$ cat config.mk
export PLATFORM = sky130hd
export DESIGN_NAME = bcd_digit_feeder_flat
export DESIGN_NICKNAME = d
export VERILOG_FILES = /design/src/rtl/bcd_digit_feeder_pkg.sv /design/src/rtl/bcd_digit_feeder_if.sv /design/src/rtl/bcd_digit_feeder.sv /design/src/flat_wrapper.sv
export SDC_FILE = /design/constraint.sdc
export NUM_CORES = 1
export LEC_CHECK = 0
export ABC_AREA = 0
export CORE_MARGIN = 4
export CORE_UTILIZATION = 52
export CTS_CLUSTER_DIAMETER = 60
export CTS_CLUSTER_SIZE = 28
export DETAILED_ROUTE_END_ITERATION = 12
export GPL_TIMING_DRIVEN = 0
export HOLD_SLACK_MARGIN = 0.12
export PLACE_DENSITY = 0.81
export RECOVER_POWER = 50
export SLEW_MARGIN = 15
export SYNTH_ARGS = -nofsm -noshare
export SYNTH_HDL_FRONTEND = slang
export SYNTH_SLANG_ARGS = --single-unit
$ cat constraint.sdc
create_clock -name clk -period 4.2 [get_ports clk]
set_input_delay 0.84 -clock clk [delete_from_list [all_inputs] [get_ports clk]]
set_output_delay 0.84 -clock clk [all_outputs]
set_load 0.03 [all_outputs]
$ cat src/rtl/bcd_digit_feeder_pkg.sv
// Shared types and constants for the BCD digit feeder that sequences words
// into the combinational divisible-by-3 checker.
package bcd_feeder_pkg;

    localparam int unsigned NIBBLE_W    = 4;
    localparam int unsigned WORD_DIGITS = 4;
    localparam int unsigned BCD_MAX     = 9;
    localparam int unsigned IDX_W       = 2;

    typedef enum logic [1:0] {
        ST_COLLECT = 2'd0,
        ST_EVAL    = 2'd1,
        ST_DONE    = 2'd2
    } feed_state_t;

    // Digits above 9 would push the sum outside the range the checker decodes.
    function automatic logic is_illegal(input logic [NIBBLE_W-1:0] nib);
        return nib > NIBBLE_W'(BCD_MAX);
    endfunction

endpackage

$ cat src/rtl/bcd_digit_feeder_if.sv
// Digit input handshake, checker nibble/verdict wiring and result handshake.
interface bcd_digit_feeder_if
    import bcd_feeder_pkg::*;
#(
    parameter int unsigned CNT_W = 8
) ();

    logic                in_valid;
    logic                in_ready;
    logic [NIBBLE_W-1:0] in_nibble;
    logic [NIBBLE_W-1:0] a;
    logic [NIBBLE_W-1:0] b;
    logic [NIBBLE_W-1:0] c;
    logic [NIBBLE_W-1:0] d;
    logic                div_in;
    logic                res_valid;
    logic                res_ready;
    logic                res_div3;
    logic                res_err;
    logic [CNT_W-1:0]    match_count;

    modport slave (
        input  in_valid, in_nibble, div_in, res_ready,
        output in_ready, a, b, c, d, res_valid, res_div3, res_err, match_count
    );

    modport master (
        output in_valid, in_nibble, div_in, res_ready,
        input  in_ready, a, b, c, d, res_valid, res_div3, res_err, match_count
    );

endinterface

$ cat src/rtl/bcd_digit_feeder.sv
// Collects four BCD digits into a word, presents it to the external checker,
// samples the verdict one cycle later and returns a registered result.
module bcd_digit_feeder
    import bcd_feeder_pkg::*;
#(
    parameter int unsigned CNT_W = 8
) (
    input  logic               clk,
    input  logic               rst,
    bcd_digit_feeder_if.slave  bus
);

    localparam logic [1:0] COLLECT = ST_COLLECT;
    localparam logic [1:0] EVAL    = ST_EVAL;
    localparam logic [1:0] DONE    = ST_DONE;

    logic [1:0]          state_q, state_d;
    logic [IDX_W-1:0]    idx_q, idx_d;
    logic                err_q, err_d;
    logic [NIBBLE_W-1:0] dig_q [WORD_DIGITS];
    logic [NIBBLE_W-1:0] dig_d [WORD_DIGITS];
    logic                res_div3_q, res_div3_d;
    logic                res_err_q, res_err_d;
    logic                res_valid_q, res_valid_d;
    logic                in_ready_q, in_ready_d;
    logic [CNT_W-1:0]    cnt_q, cnt_d;
    logic                hit;

    always_ff @(posedge clk) begin
        if (rst) begin
            state_q     <= COLLECT;
            idx_q       <= '0;
            err_q       <= 1'b0;
            dig_q       <= '{default: '0};
            res_div3_q  <= 1'b0;
            res_err_q   <= 1'b0;
            res_valid_q <= 1'b0;
            in_ready_q  <= 1'b1;
            cnt_q       <= '0;
        end else begin
            state_q     <= state_d;
            idx_q       <= idx_d;
            err_q       <= err_d;
            dig_q       <= dig_d;
            res_div3_q  <= res_div3_d;
            res_err_q   <= res_err_d;
            res_valid_q <= res_valid_d;
            in_ready_q  <= in_ready_d;
            cnt_q       <= cnt_d;
        end
    end

    always_comb begin
        state_d    = state_q;
        idx_d      = idx_q;
        err_d      = err_q;
        dig_d      = dig_q;
        res_div3_d = res_div3_q;
        res_err_d  = res_err_q;
        cnt_d      = cnt_q;
        hit        = 1'b0;

        case (state_q)
            COLLECT: begin
                if (bus.in_valid && in_ready_q) begin
                    dig_d[idx_q] = bus.in_nibble;
                    err_d        = err_q | is_illegal(bus.in_nibble);
                    idx_d        = idx_q + IDX_W'(1);
                    if (idx_q == IDX_W'(WORD_DIGITS - 1)) begin
                        state_d = EVAL;
                    end
                end
            end
            // Checker inputs have been stable for a full cycle here.
            EVAL: begin
                hit        = bus.div_in & ~err_q;
                res_div3_d = hit;
                res_err_d  = err_q;
                if (hit && (cnt_q != '1)) begin
                    cnt_d = cnt_q + CNT_W'(1);
                end
                state_d = DONE;
            end
            DONE: begin
                if (bus.res_ready) begin
                    state_d = COLLECT;
                    idx_d   = '0;
                    err_d   = 1'b0;
                end
            end
            default: begin
                state_d = COLLECT;
                idx_d   = '0;
                err_d   = 1'b0;
            end
        endcase

        // Handshake outputs are registered decodes of the next state.
        in_ready_d  = (state_d == COLLECT);
        res_valid_d = (state_d == DONE);
    end

    assign bus.in_ready    = in_ready_q;
    assign bus.res_valid   = res_valid_q;
    assign bus.res_div3    = res_div3_q;
    assign bus.res_err     = res_err_q;
    assign bus.match_count = cnt_q;
    assign bus.a           = dig_q[0];
    assign bus.b           = dig_q[1];
    assign bus.c           = dig_q[2];
    assign bus.d           = dig_q[3];

endmodule

$ cat src/flat_wrapper.sv
// flat-port wrapper written by rule: the top's interface ports become plain ports
module bcd_digit_feeder_flat import bcd_feeder_pkg::*;
#(
    parameter int unsigned CNT_W = 8
)
  (clk, rst, bus_in_valid, bus_in_nibble, bus_div_in, bus_res_ready, bus_in_ready, bus_a, bus_b, bus_c, bus_d, bus_res_valid, bus_res_div3, bus_res_err, bus_match_count);
  bcd_digit_feeder_if #(.CNT_W(CNT_W)) bus_i ();
  input  logic clk;
  input  logic rst;
  input wire logic [$bits(bus_i.in_valid)-1:0] bus_in_valid;
  input wire logic [$bits(bus_i.in_nibble)-1:0] bus_in_nibble;
  input wire logic [$bits(bus_i.div_in)-1:0] bus_div_in;
  input wire logic [$bits(bus_i.res_ready)-1:0] bus_res_ready;
  output wire logic [$bits(bus_i.in_ready)-1:0] bus_in_ready;
  output wire logic [$bits(bus_i.a)-1:0] bus_a;
  output wire logic [$bits(bus_i.b)-1:0] bus_b;
  output wire logic [$bits(bus_i.c)-1:0] bus_c;
  output wire logic [$bits(bus_i.d)-1:0] bus_d;
  output wire logic [$bits(bus_i.res_valid)-1:0] bus_res_valid;
  output wire logic [$bits(bus_i.res_div3)-1:0] bus_res_div3;
  output wire logic [$bits(bus_i.res_err)-1:0] bus_res_err;
  output wire logic [$bits(bus_i.match_count)-1:0] bus_match_count;
  assign bus_i.in_valid = bus_in_valid;
  assign bus_i.in_nibble = bus_in_nibble;
  assign bus_i.div_in = bus_div_in;
  assign bus_i.res_ready = bus_res_ready;
  assign bus_in_ready = bus_i.in_ready;
  assign bus_a = bus_i.a;
  assign bus_b = bus_i.b;
  assign bus_c = bus_i.c;
  assign bus_d = bus_i.d;
  assign bus_res_valid = bus_i.res_valid;
  assign bus_res_div3 = bus_i.res_div3;
  assign bus_res_err = bus_i.res_err;
  assign bus_match_count = bus_i.match_count;
  bcd_digit_feeder #(.CNT_W(CNT_W)) u_core (.clk(clk), .rst(rst), .bus(bus_i));
endmodule
* Word-level counts from Yosys, hierarchy flattened
Cells that the tools add are included.
** Word-level totals
- Bits in registers :: 33
- Input port bits :: 9
- Logic and storage cells :: 50
** Cells by class
- Order comparisons :: 3
- Reduce and logical (&&, ||, !) cells :: 8
- Bitwise gates (word level) :: 5
- Muxes and demuxes :: 13
- Add/sub/neg operators :: 2
- Equality and inequality tests :: 7
** Operators by type and width (count)
- 16-bit bitwise mux :: 1
- 2-bit one-hot mux with 3 select lines :: 2
- 2-bit two-way mux :: 5
- 8-bit by 1-bit adder with 8-bit output, second input constant :: 1
- 4-bit demux with 2-bit select :: 1
- 8-bit inequality test, second input constant :: 1
- 2-bit equality test, second input constant :: 3
- 4-bit greater-than comparator, second input constant :: 1
- 2-bit zero test :: 2
- 4-bit two-way mux :: 1
- 2-bit AND reduction :: 2
- 3-bit >= comparator, second input constant :: 1
- 1-bit logical AND :: 3
- 3-bit by 1-bit < comparator with 1-bit output, second input constant :: 1
- 2-bit inverter with 3-bit output :: 1
- 1-bit one-hot mux with 3 select lines :: 1
- 3-bit AND reduction :: 1
- 2-bit by 1-bit adder with 2-bit output, second input constant :: 1
- 2-bit by 1-bit equality test with 1-bit output, second input constant :: 1
- 1-bit two-way mux :: 2
- 2-bit by 1-bit inequality test with 1-bit output, second input constant :: 1
- 2-bit inequality test, second input constant :: 1
- 1-bit inverter :: 2
- 1-bit AND :: 1
- 1-bit bitwise OR :: 1

* Logic depth before layout (Yosys ltp)
- Depth in word-level cells :: 6
- Mapped depth :: 6

* Worst setup path before layout
No wires, ideal clock.
- Path kind :: register to register
- Start :: reg u_core.cnt_q[0], in the netlist u_core.bus.match_count[0]
- End :: reg u_core.cnt_q[0], in the netlist u_core.bus.match_count[0]
- Stages on the path, launching flop included :: 5
- Arrival :: 1607 ps
- Path slack :: 2472 ps
- Setup time :: 121 ps
- Cell sequence :: dfxtp_1 > ha_1 > and4_2 > a41oi_1 > mux2_2
** On the way
- Word-level cells in the longest chain between the ends :: 3
** RTL lines
- start: declaration :: RTL line bcd_digit_feeder.sv:26 : logic [CNT_W-1:0] cnt_q, cnt_d;
- start signal: assignment :: RTL line bcd_digit_feeder.sv:49 : cnt_q <= cnt_d;
- parallel branches: the longest is 3 deep, another holds 8-bit by 1-bit adder with 8-bit output
Several ways; the timed one is not identified.
A chain may end at the register's enable or synchronous reset.

* Worst setup path after layout
- Start :: reg u_core.cnt_q[5], in the netlist u_core.bus.match_count[5]
- End :: out bus_match_count[5]
** RTL lines
- end: declaration :: RTL line flat_wrapper.sv:22 : output wire logic [$bits(bus_i.match_count)-1:0] bus_match_count;
No word-level cell between the ends.

==> results.sh <==
export IMPL_critPathLaunchType="flop"
export IMPL_vias=1419
export IMPL_intPower_uw=415
export IMPL_htreeDepth=2
export IMPL_timing_hold_ws_ns=0.482
export IMPL_numCtsBuffers=5
export IMPL_yosysUniqueCellTypes=35
export IMPL_clkPwrFrac=0.296
export IMPL_p_seq_frac=0.571
export IMPL_final_setup_tns_ns=0
export IMPL_antenna_left=0
export IMPL_globalplace_congestion=0.803
export IMPL_cts_root_buf="clkbuf_4"
export IMPL_synth_nets=180
export IMPL_worstMarginPinSlew_ns=0.514
export IMPL_max_stage_delay_ns=0.72
export IMPL_grt_ovfl_total=0
export IMPL_arrival_ns=1.52
export IMPL_synth_area_mm2=0.00151
export IMPL_cp_end_kind="primary output"
export IMPL_hold_viol_final=0
export IMPL_cts_tree="yes"
export IMPL_synthArstFlopShare=0
export IMPL_dp_cells=233
export IMPL_dieArea_mm2=0.00384
export IMPL_rsz0062_at_grt="false"
export IMPL_drt_first_iter_violations=50
export IMPL_drt_wl_total_mm=3.67
export IMPL_avgRoutedWirePerCell_um=15.2
export IMPL_grt_pass1_wl_mm=5.89
export IMPL_slew_violations=0
export IMPL_cp_buffers_inverters=1
export IMPL_finalSetupViolCount=0
export IMPL_finalCritPeriodShare=0.561
export IMPL_ctsResizeCount=0
export IMPL_drive_gt1_frac=0.0905
export IMPL_grt_pass1_vias=1285
export IMPL_numClockSinks=33
export IMPL_synthFlopType="dfxtp_1"
export IMPL_first_pass_iters=4
export IMPL_syn_area_per_cell_um2=9.11
export IMPL_synth_cells=166
export IMPL_p_comb_frac=0.133
export IMPL_core_area_mm2=0.00276
export IMPL_dp_hpwl_mm=2.72
export IMPL_die_w_um=61.9
export IMPL_rows=19
export IMPL_start_util=0.549
export IMPL_die_h_um=61.9
export IMPL_viasPerCell=5.89
export IMPL_antennaDiodeCount=0
export IMPL_slew_headroom=0.657
export IMPL_crit_fanout=8
export IMPL_postCtsHoldBufs=0
export IMPL_p_leak_uw=0.000697
export IMPL_clk_latency_ns=0.33
export IMPL_peakVddDrop_mv=0.275
export IMPL_portBuffers=36
export IMPL_route_detailed_drc=0
export IMPL_grt_max_degree=11
export IMPL_finalNonFillerCells=241
export IMPL_yosys_warnings=0
export IMPL_max_freq_mhz=424
export IMPL_outcome="completed"
export IMPL_finish_utilization=0.705
export IMPL_syn2layout_area_growth_pct=28.5
export IMPL_antenna_found_initial=0
export IMPL_path_clk_slew_ns=0.10
export IMPL_ys_seq_elements=33
export IMPL_crit_chain="clkdlybuf4s50_1"
export IMPL_io_pins=37
export IMPL_synth_edff_count=0
export IMPL_layout_min_cycle_time_ns=2.36
export IMPL_grtUsageTotal=0.207
export IMPL_hp_class="reg -> reg"
export IMPL_crit_required_ns=3.36
export IMPL_nets=223
export IMPL_path_delay_family="buffers and inverters"
export IMPL_critical_path_class="reg -> out"
export IMPL_power_density_mw_per_mm2=294
export IMPL_synth_seq_area_share=0.437
export IMPL_crit_path_top_delay_cell="clkdlybuf4s50_1"
export IMPL_finalClockSkew_ns=0.00712
export IMPL_cts_setup_buffers=0
export IMPL_maxCapViolations=0
export IMPL_switchingPower_uw=157
export IMPL_swShare=0.274
export IMPL_clockBufferDepth=2
==> final timing paths <==
| path | from | end | cells after the start | slack, ns |
|---|---|---|---|---|
| worst max-delay path | u_core.bus.match_count[5]$_SDFFE_PP0P_ | bus_match_count[5] | 1 | 1.84 |
| worst min-delay path | u_core.bus.b[0]$_SDFFE_PP0P_ | u_core.bus.b[0]$_SDFFE_PP0P_ | 2 | 0.48 |
| worst max register to register | u_core.bus.match_count[0]$_SDFFE_PP0P_ | u_core.bus.match_count[0]$_SDFFE_PP0P_ | 4 | 2.48 |
| worst min register to register | u_core.bus.b[0]$_SDFFE_PP0P_ | u_core.bus.b[0]$_SDFFE_PP0P_ | 2 | 0.48 |
==> cell usage after synthesis, types with 2 or more instances <==
library cell | n | area, um^2
dfxtp_1 | 33 | 661
a21oi_1 | 20 | 100
nand3_1 | 19 | 95.1
o21ai_0 | 19 | 95.1
nor2_1 | 9 | 33.8
inv_1 | 7 | 26.3
ha_1 | 5 | 62.6
and3_1 | 4 | 25.0
buf_4 | 4 | 30.0
mux2i_1 | 4 | 40.0
nand2_1 | 4 | 15.0
nand2b_1 | 4 | 25.0
a211oi_1 | 3 | 22.5
clkbuf_1 | 3 | 11.3
nor2b_1 | 3 | 18.8
a41oi_1 | 2 | 17.5
buf_6 | 2 | 22.5
mux2_2 | 2 | 22.5
nand3b_1 | 2 | 15.0
nand4bb_1 | 2 | 22.5
==> registers in the layout, summed over array words and instances (netlist names) <==
name,count
u_core.state_q,2
u_core.bus.match_count,8
u_core.bus.d,4
u_core.bus.res_valid,1
u_core.bus.res_err,1
u_core.bus.in_ready,1
u_core.bus.res_div3,1
u_core.bus.b,4
u_core.err_q,1
u_core.idx_q,2
u_core.bus.c,4
u_core.bus.a,4
==> final cells by class <==
class                           count  area (um^2)
Clock inverter                      2         10.0
Fill cell                         233          813
Inverter                            7         26.3
Timing Repair Buffer               36          360
Sequential cell                    33          661
Clock buffer                        6         41.3
Tap cell                           31         38.8
Multi-Input combinational cell    117          754
Buffer                              9         52.6
==> per-stage QoR <==
| step | instance area [um^2] | total power [uW] | worst slack, ns |
|---|---|---|---|
| final | 1940 | 572 | 1.84 |
| after global routing | 1940 | 597 | 1.78 |
| after CTS | 1960 | 575 | 1.84 |
| after detailed placement | 1910 | 410 | 1.72 |
| after global placement | 1910 | 407 | 1.85 |
| after floorplan | 1510 | 377 | 2.47 |
==> cells by family (layout without fill, tap and decap cells) <==
| family | after synthesis | after routing | synth area share |
|---|---|---|---|
| and+or+nand+nor | 57 | 57 | 0.227 |
| AOI/OAI and AO/OA | 49 | 49 | 0.194 |
| DFF | 33 | 33 | 0.437 |
| buffers and inverters | 16 | 60 | 0.0596 |
| muxes | 6 | 6 | 0.0414 |
| adders and majority gates | 5 | 5 | 0.0414 |
==> power groups by stage <==
stage / logic, uW / clock network, uW / registers [uW]
2_1_floorplan: 33.1 / 0 / 344
3_3_place_gp: 74.0 / 0 / 333
3_5_place_dp: 76.2 / 0 / 334
4_1_cts: 76.9 / 172 / 326
5_1_grt: 82.9 / 187 / 327
6_report: 76.2 / 169 / 326
==> placed cells by master (no fill, tap or decap), drive strengths merged, types with 3 or more instances in the layout <==
| master | synthesis | routed |
|---|---|---|
| clkdlybuf4s50 | 0 | 33 |
| dfxtp | 33 | 33 |
| a21oi | 20 | 20 |
| nand3 | 19 | 19 |
| o21ai | 19 | 19 |
| clkbuf | 3 | 11 |
| nor2 | 9 | 9 |
| inv | 7 | 7 |
| ha | 5 | 5 |
| nand2b | 4 | 4 |
| mux2i | 4 | 4 |
| nand2 | 4 | 4 |
| and3 | 4 | 4 |
| buf | 6 | 4 |
| a211oi | 4 | 4 |
| a41oi | 3 | 3 |
| nor2b | 3 | 3 |
| dlygate4sd3 | 0 | 3 |
==> per-layer routing <==
metal,global-route usage,share of wire
met1,0.272,0.45
met2,0.332,0.49
met3,0.0413,0.046
met4,0.0848,0.020
met5,0,0
Note: power is estimated with default switching activity, not from simulation.
